==> src/rtl/arb_pkg.sv <==
// ---------------------------------------------------------------------------
// arb_pkg
// Shared definitions for the 4-way priority arbiter:
//   - arb_state_e : FSM state encodings (ST_IDLE = no owner, ST_BUSY = owner held)
//   - NUM_REQ     : number of requesters (4)
//   - IDX_W       : width of a requester index (2)
//   - rotr4       : circular right rotate of a 4-bit request vector
// ---------------------------------------------------------------------------
package arb_pkg;

    localparam int NUM_REQ = 4;
    localparam int IDX_W   = 2;

    typedef enum logic [0:0] {
        ST_IDLE = 1'b0,
        ST_BUSY = 1'b1
    } arb_state_e;

    // Rotate right by sh: bit k of the result is bit (k + sh) mod 4 of vec.
    function automatic logic [NUM_REQ-1:0] rotr4(input logic [NUM_REQ-1:0] vec,
                                                 input logic [IDX_W-1:0]   sh);
        logic [2*NUM_REQ-1:0] dbl;
        dbl   = {vec, vec} >> sh;
        rotr4 = dbl[NUM_REQ-1:0];
    endfunction

endpackage

==> src/rtl/prio_enc4.sv <==
// ---------------------------------------------------------------------------
// prio_enc4
// Combinational 4-input priority encoder; the highest set index wins.
// Ports:
//   vec   : input  [3:0] request vector
//   idx   : output [1:0] index of the highest set bit (0 when vec is zero)
//   valid : output       high when any bit of vec is set
// ---------------------------------------------------------------------------
module prio_enc4
    import arb_pkg::*;
(
    input  logic [NUM_REQ-1:0] vec,
    output logic [IDX_W-1:0]   idx,
    output logic               valid
);

    // Highest-index-first encoding.
    always_comb begin
        valid = |vec;
        if (vec[3]) begin
            idx = 2'd3;
        end else if (vec[2]) begin
            idx = 2'd2;
        end else if (vec[1]) begin
            idx = 2'd1;
        end else begin
            idx = 2'd0;
        end
    end

endmodule

==> src/rtl/priority_arbiter_4.sv <==
// ---------------------------------------------------------------------------
// priority_arbiter_4
// Four-requester arbiter with grant holding, an optional per-owner hold limit
// and either fixed (index 3 highest) or rotating priority.
// Parameters:
//   RR       : 0 = fixed priority, 1 = rotating priority
//   MAX_HOLD : maximum consecutive grant cycles per owner (0 = unlimited)
// Ports:
//   clk       : clock, rising edge
//   rst_n     : asynchronous active-low reset
//   req       : [3:0] request per requester
//   gnt       : [3:0] one-hot grant (registered)
//   gnt_id    : [1:0] index of the granted requester (registered)
//   gnt_valid : high while a grant is active (registered)
// ---------------------------------------------------------------------------
module priority_arbiter_4
    import arb_pkg::*;
#(
    parameter int RR       = 0,
    parameter int MAX_HOLD = 8
) (
    input  logic               clk,
    input  logic               rst_n,
    input  logic [NUM_REQ-1:0] req,
    output logic [NUM_REQ-1:0] gnt,
    output logic [IDX_W-1:0]   gnt_id,
    output logic               gnt_valid
);

    // A zero-width counter is not legal, so the disabled-limit case keeps one bit.
    localparam int CW = (MAX_HOLD == 0) ? 1 : $clog2(MAX_HOLD + 1);

    arb_state_e          state_r;
    logic [NUM_REQ-1:0]  gnt_r;
    logic [IDX_W-1:0]    gnt_id_r;
    logic                gnt_valid_r;
    logic [CW-1:0]       hold_cnt_r;
    logic [IDX_W-1:0]    last_owner_r;

    logic [NUM_REQ-1:0]  owner_mask_s;
    logic                others_s;
    logic                limit_hit_s;
    logic                keep_s;
    logic [NUM_REQ-1:0]  elig_s;
    logic [IDX_W-1:0]    shift_s;
    logic [NUM_REQ-1:0]  rot_s;
    logic [IDX_W-1:0]    enc_idx_s;
    logic                enc_valid_s;
    logic [IDX_W-1:0]    winner_s;

    // Owner-keep decision and eligible/rotated request vector for arbitration.
    always_comb begin
        owner_mask_s = 4'b0001 << gnt_id_r;
        others_s     = |(req & ~owner_mask_s);
        limit_hit_s  = (MAX_HOLD != 0) && (hold_cnt_r == CW'(MAX_HOLD));
        keep_s       = (state_r == ST_BUSY) && req[gnt_id_r] && !(limit_hit_s && others_s);
        // In BUSY the owner either released or hit the limit; either way it
        // sits out this arbitration round.
        if (state_r == ST_BUSY) begin
            elig_s = req & ~owner_mask_s;
        end else begin
            elig_s = req;
        end
        // Rotating by last_owner puts (last_owner - 1) at the top encoder slot.
        if (RR != 0) begin
            shift_s = last_owner_r;
        end else begin
            shift_s = 2'd0;
        end
        rot_s = rotr4(elig_s, shift_s);
    end

    prio_enc4 u_enc (
        .vec   (rot_s),
        .idx   (enc_idx_s),
        .valid (enc_valid_s)
    );

    // Undo the rotation to get the real requester index (2-bit wraparound).
    assign winner_s = enc_idx_s + shift_s;

    // Arbiter FSM with registered grant outputs.
    always_ff @(posedge clk or negedge rst_n) begin
        if (!rst_n) begin
            state_r      <= ST_IDLE;
            gnt_r        <= 4'b0000;
            gnt_id_r     <= 2'd0;
            gnt_valid_r  <= 1'b0;
            hold_cnt_r   <= '0;
            last_owner_r <= 2'd0;
        end else begin
            case (state_r)
                ST_IDLE, ST_BUSY: begin
                    if (keep_s) begin
                        // Count saturates at the limit when nobody else waits.
                        if ((MAX_HOLD != 0) && (hold_cnt_r != CW'(MAX_HOLD))) begin
                            hold_cnt_r <= hold_cnt_r + CW'(1);
                        end else begin
                            hold_cnt_r <= hold_cnt_r;
                        end
                    end else if (enc_valid_s) begin
                        state_r      <= ST_BUSY;
                        gnt_r        <= 4'b0001 << winner_s;
                        gnt_id_r     <= winner_s;
                        gnt_valid_r  <= 1'b1;
                        hold_cnt_r   <= CW'(1);
                        last_owner_r <= winner_s;
                    end else begin
                        state_r     <= ST_IDLE;
                        gnt_r       <= 4'b0000;
                        gnt_id_r    <= 2'd0;
                        gnt_valid_r <= 1'b0;
                        hold_cnt_r  <= '0;
                    end
                end
                default: begin
                    state_r     <= ST_IDLE;
                    gnt_r       <= 4'b0000;
                    gnt_id_r    <= 2'd0;
                    gnt_valid_r <= 1'b0;
                    hold_cnt_r  <= '0;
                end
            endcase
        end
    end

    assign gnt       = gnt_r;
    assign gnt_id    = gnt_id_r;
    assign gnt_valid = gnt_valid_r;

endmodule

==> config.mk <==
export PLATFORM = sky130hd
export DESIGN_NAME = priority_arbiter_4
export DESIGN_NICKNAME = d
export VERILOG_FILES = /design/src/rtl/arb_pkg.sv /design/src/rtl/prio_enc4.sv /design/src/rtl/priority_arbiter_4.sv
export SDC_FILE = /design/constraint.sdc
export NUM_CORES = 1
export LEC_CHECK = 0
export ABC_AREA = 1
export CAP_MARGIN = 20
export CELL_PAD_IN_SITES_DETAIL_PLACEMENT = 0
export CELL_PAD_IN_SITES_GLOBAL_PLACEMENT = 1
export CORE_AREA = 2 2 48 50
export CTS_CLUSTER_DIAMETER = 80
export CTS_CLUSTER_SIZE = 16
export DETAILED_ROUTE_END_ITERATION = 12
export DIE_AREA = 0 0 50 52
export PLACE_DENSITY = 0.73
export SLEW_MARGIN = 10
export SYNTH_ARGS = -nofsm -noshare
export SYNTH_HDL_FRONTEND = slang
export SYNTH_SLANG_ARGS = --single-unit
==> constraint.sdc <==
create_clock -name clk -period 1.56 [get_ports clk]
set_clock_uncertainty 0.05 [all_clocks]
set_input_delay 0.156 -clock clk [delete_from_list [all_inputs] [get_ports clk]]
set_output_delay 0.156 -clock clk [all_outputs]
set_load 0.02 [all_outputs]
==> impl_metrics.toml <==
[outcome]
status = "completed"

[floorplanning]
start_util_pct = 32.20
rows = 17
dieArea_um2 = 2600
core_um2 = 2106
die_x_um = 50
ios = 13
die_height_um = 52

[worst_setup_path]
r2r_setup_slack_ns = 0.14
endpoint_kind = "primary output"
rr_worst_depth = 8
crit_required_ns = 1.35
worstReg2RegEnd = "gnt_valid"
critPathSlowestCell = "clkdlybuf4s50_1"
slowest_delay_ns = 0.60
arrival_ns = 1.22
path_max_fanout = 2
cp-start-kind = "flip-flop"
crit_chain = "clkdlybuf4s50_1"
worstReg2RegStart = "gnt_id[0]"
cp_top_family = "buffers and inverters"
critPathBufInv = 1
worstSetupPathType = "reg2out"

[power_and_ir_drop]
pwr-share-comb_pct = 58.9
clockPowerShare_pct = 11.5
p_leak_nw = 0.4729
p_int_w = 0.0008718
powerDensity_nw_per_um2 = 1876
netSwitchingFraction_pct = 47.70
switchingPower_w = 0.0007950
ir_drop_mv = 0.7865
p_seq_share_pct = 29.6

[cts]
cts_tree = "done"
clock-sinks = 11
numCtsBuffers = 3
cts_buffer_depth = 2
clk_latency_ns = 0.26
cts-root-buf = "clkbuf_4"
htree_levels = 1
clk_pin_slew_ns = 0.07

[drt]
viasPerCell = 4.564
wl_um = 1500
post_drt_wl_per_cell_um = 10.71
route.detailed.drc = 0
drt_iter0_drc = 15
ant_nets = 0
vias = 639
dr.pass1.iters = 5

[synth]
synth_largest_area_cell = "dfrtp_1"
syn-num-nets = 102
yosys-top-cells-area = "dfrtp_1 41%, nand2_1 19%, nand3_1 10%"
synthArstFlopShare_pct = 100.0
synthCells = 94
synth-seq-cells = 11
avgSynthCellArea_um2 = 7.214
yosysUniqueCellTypes = 13
synth_edf_count = 0
yosysSeqAreaShare_pct = 40.59
ys_top_cells_by_count = "35 x nand2_1, 14 x nand3_1, 11 x dfrtp_1, 11 x inv_1, 5 x nor2_1"
synthFlopType = "dfrtp_1"
syn_area_um2 = 678.2
yosysWarnings = 0
yosys.area.top_type_share_pct = 40.59
post-synth-top-count-cell = "nand2_1"

[global_route]
grt_usage_pct = 12.51
grt-ovfl-total = 0
grt_first_pass_wirelength_um = 2539
grt_max_degree = 12
antenna_found_initial = 0
grt_pass1_vias = 608

[timing]
fin_crit_ns = 1.426
finalHoldViolCount = 0
slew_headroom_pct = 66.60
slew_viol_final = 0
setup_viol = 0
tightest_slew_ns = 0.4994
fin_crit_sh_pct = 91.44
max_freq_ghz = 0.7010
rsz0062_at_grt = "false"

[layout]
area_growth_syn_to_layout_pct = 31.00
antenna_cells = 0
drive_above_1_share_pct = 16.07
stdcell_count = 140
finalCoreUtilization_pct = 42.19
nets = 121

[placed_design]
gp_congestion = 0.7614
dp_cells = 135
port_buffers = 12
place_hpwl_um = 1072

[hold_path]
hp-class = "in2async"

[job]
drv_cap = 0
state kept, by name (all words and copies together) (netlist names):
signal / flops
gnt: 4
gnt_valid: 1
gnt_id: 2
hold_cnt_r: 4
metal layers:
layer | routed length, um | GRT usage [%]
met1 | 731 | 16.64
met2 | 717 | 21.05
met3 | 39 | 1.724
met4 | 11 | 3.704
met5 | 0 | 0
cells in the final DEF, fill, tap and decap left out:
cell type / count
buf_4: 3
clkbuf_1: 1
clkbuf_4: 3
clkdlybuf4s50_1: 10
dfrtp_1: 10
dfrtp_2: 1
dlygate4sd2_1: 1
dlymetal6s2s_1: 1
ha_1: 2
inv_1: 11
inv_2: 1
nand2_1: 35
nand2_2: 2
nand2_4: 1
nand3_1: 14
nor2_1: 3
nor2_2: 5
nor2_4: 1
o21ai_0: 3
o21ai_4: 1
xor2_1: 3
power by group through the flow:
stage	logic (W)	registers, W	clock network (W)
3_3_place_gp	0.000935	0.000498	0
4_1_cts	0.000941	0.000493	0.000194
3_5_place_dp	0.000942	0.000498	0
5_1_grt	0.00110	0.000513	0.000214
2_1_floorplan	0.000580	0.000574	0
6_report	0.000982	0.000493	0.000192
layout make-up:
| class | instances | area [um^2] |
|---|---|---|
| clock buffer | 4 | 26.28 |
| fill | 220 | 1217 |
| inverter | 12 | 45.04 |
| multi-input combinational | 70 | 361.6 |
| sequential | 11 | 276.5 |
| tap | 28 | 35.03 |
| timing repair buffer | 15 | 143.9 |
through the flow:
| step | TNS [ns] | power [W] | worst slack [ns] | area, um^2 | hold WS (ns) |
|---|---|---|---|---|---|
| 2_1_floorplan | 0 | 0.001154 | 0.06130 | 678.2 | -0.1896 |
| 6_report | 0 | 0.001667 | 0.1335 | 888.4 | 0.1759 |
| 4_1_cts | 0 | 0.001629 | 0.004284 | 864.6 | 0.2005 |
| 3_5_place_dp | -0.1703 | 0.001439 | -0.04785 | 837.1 | 0.4450 |
| 3_3_place_gp | 0 | 0.001432 | 0.01464 | 837.1 | 0.4452 |
| 5_1_grt | 0 | 0.001832 | 0.01214 | 888.4 | 0.2294 |
cells by family (layout without fill, tap and decap cells):
group                      count (synthesis)  count (layout)  synth area share [%]
and+or+nand+nor                           61              61                 38.93
AOI/OAI and AO/OA                          4               4                 4.613
buffers and inverters                     13              31                 8.302
DFF                                       11              11                 40.59
adders and majority gates                  2               2                 3.689
xor gates and xnor gates                   3               3                 3.875
worst max path at each step:
stage,start,end,slack (ns),cells after the start
final,gnt_valid,gnt_valid,0.13,1
after global routing,gnt_id[0],gnt[0],0.01,8
after CTS,gnt_id[1],gnt_id[1],0.004,1
after detailed placement,hold_cnt_r[0],gnt_valid,-0.05,8
after global placement,hold_cnt_r[0],gnt_valid,0.01,8
after floorplan,gnt_id[1],gnt[3],0.06,9
timing repair:
item | CTS | global route
gates resized for setup | 2 | 5
endpoints found under the setup margin | 10 | 12
pin swaps | 0 | 1
hold buffers | 0 | 0
setup buffers | 0 | 1
Power figures use the tool's default switching activity.
